--- config.mk ---
export PLATFORM = sky130hd
export DESIGN_NAME = vc_demux_fifo
export DESIGN_NICKNAME = d
export VERILOG_FILES = /design/src/rtl/vc_demux_fifo.sv
export SDC_FILE = /design/constraint.sdc
export NUM_CORES = 1
export LEC_CHECK = 0
export CORE_MARGIN = 10
export CORE_UTILIZATION = 40
export CTS_CLUSTER_SIZE = 30
export DETAILED_ROUTE_END_ITERATION = 12
export RECOVER_POWER = 50
export SLEW_MARGIN = 20
export SYNTH_ARGS = -nofsm -noshare
export SYNTH_HDL_FRONTEND = slang
export SYNTH_HIERARCHICAL = 1
export SYNTH_SLANG_ARGS = --single-unit
--- constraint.sdc ---
create_clock -name clk -period 2.4 [get_ports clk]
set_input_delay 0.48 -clock clk [delete_from_list [all_inputs] [get_ports clk]]
set_output_delay 0.48 -clock clk [all_outputs]
set_load 0.05 [all_outputs]
--- src/rtl/vc_demux_fifo.sv ---
// Two-lane virtual-channel demux: ingress words are steered by bit 8
// into one of two FIFOs, each drained onto its own pausable lane.

module vc_fifo #(
    parameter int DATA_W    = 10,
    parameter int DEPTH     = 4,
    parameter int AF_THRESH = 3
) (
    input  logic              clk,
    input  logic              reset,
    input  logic              wr_req,
    input  logic [DATA_W-1:0] din,
    input  logic              pause,
    output logic [DATA_W-1:0] dout,
    output logic              empty_f,
    output logic              full,
    output logic              almost_full,
    output logic              overflow
);

    localparam int AW = (DEPTH > 1) ? $clog2(DEPTH) : 1;
    localparam int CW = AW + 1;

    logic [DATA_W-1:0] mem [DEPTH];
    logic [AW-1:0]     wptr;
    logic [AW-1:0]     rptr;
    logic [CW-1:0]     count;
    logic [CW-1:0]     count_nxt;
    logic              is_full;
    logic              is_empty;
    logic              wr_en;
    logic              rd_en;

    // Full/empty come from the pre-edge count, so a pop never frees
    // a slot for a push in the same cycle.
    assign is_full  = (count == CW'(DEPTH));
    assign is_empty = (count == '0);
    assign wr_en    = wr_req & ~is_full;
    assign rd_en    = ~is_empty & ~pause;
    assign overflow = wr_req & is_full;

    // Occupancy after this edge, used for the registered flags.
    always_comb begin
        count_nxt = count;
        unique case (1'b1)
            (wr_en & ~rd_en): count_nxt = count + CW'(1);
            (rd_en & ~wr_en): count_nxt = count - CW'(1);
            default:          count_nxt = count;
        endcase
    end

    // Storage array; contents need no reset since pointers are cleared.
    always_ff @(posedge clk) begin
        if (reset && wr_en) begin
            mem[wptr] <= din;
        end
    end

    // Pointers, occupancy, lane output and flags.
    always_ff @(posedge clk) begin
        if (!reset) begin
            wptr        <= '0;
            rptr        <= '0;
            count       <= '0;
            dout        <= '0;
            empty_f     <= 1'b1;
            full        <= 1'b0;
            almost_full <= 1'b0;
        end else begin
            count       <= count_nxt;
            full        <= (count_nxt == CW'(DEPTH));
            almost_full <= (count_nxt >= CW'(AF_THRESH));
            if (wr_en) begin
                wptr <= wptr + AW'(1);
            end
            if (rd_en) begin
                dout    <= mem[rptr];
                empty_f <= 1'b0;
                rptr    <= rptr + AW'(1);
            end else begin
                empty_f <= 1'b1;
            end
        end
    end

endmodule

module vc_demux_fifo #(
    parameter int DATA_W    = 10,
    parameter int DEPTH     = 4,
    parameter int AF_THRESH = 3
) (
    input  logic              clk,
    input  logic              reset,
    input  logic [DATA_W-1:0] data_in,
    input  logic              push,
    input  logic              pause0,
    input  logic              pause1,
    output logic [DATA_W-1:0] out0,
    output logic [DATA_W-1:0] out1,
    output logic              emptyF0,
    output logic              emptyF1,
    output logic              full0,
    output logic              full1,
    output logic              almost_full0,
    output logic              almost_full1,
    output logic              error
);

    logic push0;
    logic push1;
    logic ovf0;
    logic ovf1;

    assign push0 = push & ~data_in[8];
    assign push1 = push &  data_in[8];

    vc_fifo #(
        .DATA_W    (DATA_W),
        .DEPTH     (DEPTH),
        .AF_THRESH (AF_THRESH)
    ) u_vc0 (
        .clk         (clk),
        .reset       (reset),
        .wr_req      (push0),
        .din         (data_in),
        .pause       (pause0),
        .dout        (out0),
        .empty_f     (emptyF0),
        .full        (full0),
        .almost_full (almost_full0),
        .overflow    (ovf0)
    );

    vc_fifo #(
        .DATA_W    (DATA_W),
        .DEPTH     (DEPTH),
        .AF_THRESH (AF_THRESH)
    ) u_vc1 (
        .clk         (clk),
        .reset       (reset),
        .wr_req      (push1),
        .din         (data_in),
        .pause       (pause1),
        .dout        (out1),
        .empty_f     (emptyF1),
        .full        (full1),
        .almost_full (almost_full1),
        .overflow    (ovf1)
    );

    // Sticky overflow: any dropped word latches error until reset.
    always_ff @(posedge clk) begin
        if (!reset) begin
            error <= 1'b0;
        end else if (ovf0 | ovf1) begin
            error <= 1'b1;
        end
    end

endmodule
==> flow_metrics.tcl <==
set metrics [dict create \
    fin_worst_skew_ns 0.008187 \
    period_needed_ns 2.302 \
    clock_power_share_pct 36.9 \
    drive_gt1_share_pct 15.75 \
    setup_slack_ns 0.09774 \
    place_hpwl_um 6256 \
    grt_start_max_net_pins 17 \
    synthAdderAreaFrac_pct 3.489 \
    diodes 0 \
    die-area_sq_um 16580 \
    grt_pass1_wl_um 15090 \
    relSlewSlack_pct 51.71 \
    syn_inst 293 \
    synthMuxAreaShare_pct 11.53 \
    r2r_start "u_vc0/count[0]" \
    ff2ff_path_depth 8 \
    max_cap_violations 0 \
    r2r_slack_ns 0.1 \
    netlist_area_sq_um 4733 \
    hold_class "reg2reg" \
    dieWidth_um 128.8 \
    place_area_sq_um 5502 \
    syn_area_per_cell_sq_um 16.15 \
    async_flop_share_pct 0 \
    fin_crit_sh_pct 95.93 \
    numCtsBuffers 17 \
    internal-power_mw 4.843 \
    drc 0 \
    start_util_pct 41.10 \
    synth-compound-area-share_pct 7.005 \
    fin_nets 395 \
    globalRoute.totalOverflow 0 \
    synth.distinct_cells 31 \
    rr_endpoint "u_vc0/full" \
    hp-start "u_vc0/dout[4]" \
    core-area_sq_um 11520 \
    min_to "u_vc0/dout[4]" \
    synth_xor_area_share_pct 0.7402 \
    p_leak_nw 2.174 \
    cts_root_buffer "clkbuf_16" \
    n_fill_cell 935 \
    gp_congestion 0.7830 \
    clk_latency_ns 0.41 \
    routed_wirelength_um 9394 \
    row_count 39 \
    finalSetupViolCount 0 \
    status "finished, final reports clean" \
    cp.required_ns 2.74 \
    ctsHoldBuffers 0 \
    path_clk_slew_ns 0.05 \
    hold_depth 2 \
    fin_area_sq_um 6107 \
    yosys_warnings 6 \
    endpoint_kind "flip-flop" \
    switching_power_mw 2.067 \
    ant_nets 0 \
    grt_pass1_vias 2833 \
    io_buffers 41 \
    synth_ff_type "edfxtp_1" \
    p_sw_share_pct 29.92 \
    power_mw 6.911 \
    cp_max_fo 3 \
    ios 42 \
    place_ws_ns -0.3722 \
    crit_type "in2reg" \
    yosys.area_share.simple_pct 6.635 \
    clockBufferDepth 2 \
    htree_num_levels 4 \
    antenna_found_initial 0 \
    ys_seq_area_share_pct 68.09 \
    synth_fp_nets 320 \
    peakVddDrop_v 0.0004324 \
    final-max-slew-violation-count 0 \
    via_per_inst 5.187 \
    synth_top_family_by_area "multiplexers" \
    powerDensity_nw_per_um2 1132 \
    wl_per_cell_um 17.93 \
    final_hold_viol_count 0 \
    ys_ff_latch 121 \
    vias 2718 \
    synth_edf_count 80 \
    drtIter0Drc 216 \
    rsz0062_at_grt "false" \
    grt_use_total_pct 12.18 \
    cts_num_sinks 121 \
    power_frac_seq_pct 38.6 \
    worstMarginPinSlew_ns 0.7243 \
    combPwrFrac_pct 24.5 \
    post_cts_buffers 0 \
    fmax_mhz 434.4 \
    syn2layout_area_growth_pct 29.02 \
    critPathArrivalTime_ns 2.64 \
    die_h_um 128.8 \
    cts_tree "built" \
    drt_first_pass_iters 4 \
    cp-start-kind "primary input" \
]
worst max-delay path by stage:
stage / startpoint / end / slack, ns / cells after the start
floorplan: push / u_vc0/full / 0.06 / 8
global placement: data_in[8] / u_vc1/full / -0.31 / 9
detailed placement: push / u_vc0/full / -0.37 / 9
CTS: push / u_vc0/full / 0.04 / 9
global route: push / u_vc0/full / 0.01 / 9
finish: push / u_vc0/full / 0.1 / 9
worst max-delay path: stages:
cell and delay [ns]:
clkdlybuf4s50_1 0.47, nor2b_2 0.16, and2_4 0.15, inv_1 0.04, ha_1 0.20, fa_1 0.38
xnor2_1 0.16, or4_4 0.44, a21oi_1 0.16
placed cells by master, fill, tap and decap left out, drive strengths merged, types with 4 or more instances in the layout:
cell type / netlist / final
edfxtp: 80 / 80
dfxtp: 41 / 41
clkdlybuf4s50: 0 / 29
clkbuf: 9 / 27
nand2: 24 / 24
buf: 4 / 21
mux4: 20 / 20
o2bb2ai: 20 / 20
inv: 14 / 13
dlygate4sd3: 0 / 11
a21oi: 11 / 11
and3: 10 / 10
ha: 10 / 10
clkinv: 0 / 8
nor2: 7 / 7
xnor2: 4 / 4
a21o: 4 / 4
nand3: 4 / 4
o211ai: 4 / 4
nor3: 4 / 4
or4: 4 / 4
Yosys cell counts, drive strengths merged (2+ instances only):
cell type   n  area, sq um
o21ai       2        10.01
or4         4        30.03
or3         2        15.01
dfxtp      41        820.8
a21o        4        30.03
fa          2        40.04
xnor2       4        35.03
clkbuf      9        33.78
and2        3        18.77
or3b        2        17.52
ha         10        125.1
inv        14        52.55
nand3       4        20.02
mux2i       2        20.02
nor2        7        26.28
nand2      24        90.09
and3       10        62.56
nor3        4        20.02
o31ai       2        15.01
o2bb2ai    20        175.2
a21oi      11        55.05
o211ai      4        30.03
edfxtp     80         2402
buf         4        32.53
mux4       20        525.5
flip-flops by register name, summed over array words and instances, names as in the netlist, 3 cells and up:
name,count
u_vc0/dout,10
u_vc0/mem,40
u_vc1/dout,10
u_vc1/count,3
u_vc1/mem,40
u_vc0/count,3
cell families (layout without fill, tap and decap cells):
| group | count (synthesis) | count (layout) |
|---|---|---|
| AOI/OAI and AO/OA | 45 | 45 |
| xor gates and xnor gates | 4 | 4 |
| adders and majority gates | 12 | 12 |
| buffers and inverters | 27 | 115 |
| DFF | 121 | 121 |
| muxes | 22 | 22 |
| and+or+nand+nor | 62 | 62 |
through the flow:
| stage | setup TNS, ns | util (%) | cells | hold slack, ns |
|---|---|---|---|---|
| finish | 0 | 53.03 | 524 | 0.4606 |
| global route | 0 | 53.03 | 524 | 0.4822 |
| CTS | 0 | 53.03 | 524 | 0.4661 |
| detailed placement | -1.899 | 47.77 | 492 | 0.4561 |
| global placement | -1.558 | 47.77 | 492 | 0.4524 |
| floorplan | 0 | - | 293 | 0.5202 |
power by group through the flow:
| stage | Clock [mW] | Sequential [mW] | Combinational, mW |
|---|---|---|---|
| floorplan | 0 | 3.02 | 0.790 |
| global placement | 0 | 2.69 | 1.67 |
| detailed placement | 0 | 2.70 | 1.69 |
| CTS | 2.60 | 2.66 | 1.70 |
| global route | 2.70 | 2.70 | 1.82 |
| finish | 2.55 | 2.67 | 1.70 |
cell type report:
| class | count | area [sq um] | share of cell area, % |
|---|---|---|---|
| clock buffers | 20 | 456.7 | 7.478 |
| clock inverters | 12 | 148.9 | 2.438 |
| inverters | 14 | 52.55 | 0.8605 |
| multi-input cells | 145 | 1429 | 23.40 |
| flip-flops and latches | 121 | 3224 | 52.80 |
| well taps | 143 | 178.9 | 2.930 |
| repair buffers | 69 | 616.8 | 10.10 |
timing repair:
action / CTS / global route
setup endpoints to repair: 0 / 5
gates resized for setup: 0 / 9
hold endpoints to repair: 0 / 0
routing by layer:
metal  vias up  global-route usage, %  share of wire (%)
met2        63                  19.75                 49
met3        18                  4.600                4.9
met4         0                  6.288                2.3
li1       1296                      -                  -
met5         -                      0                  0
met1      1341                  13.83                 44
(Power assumes the default switching activity.)
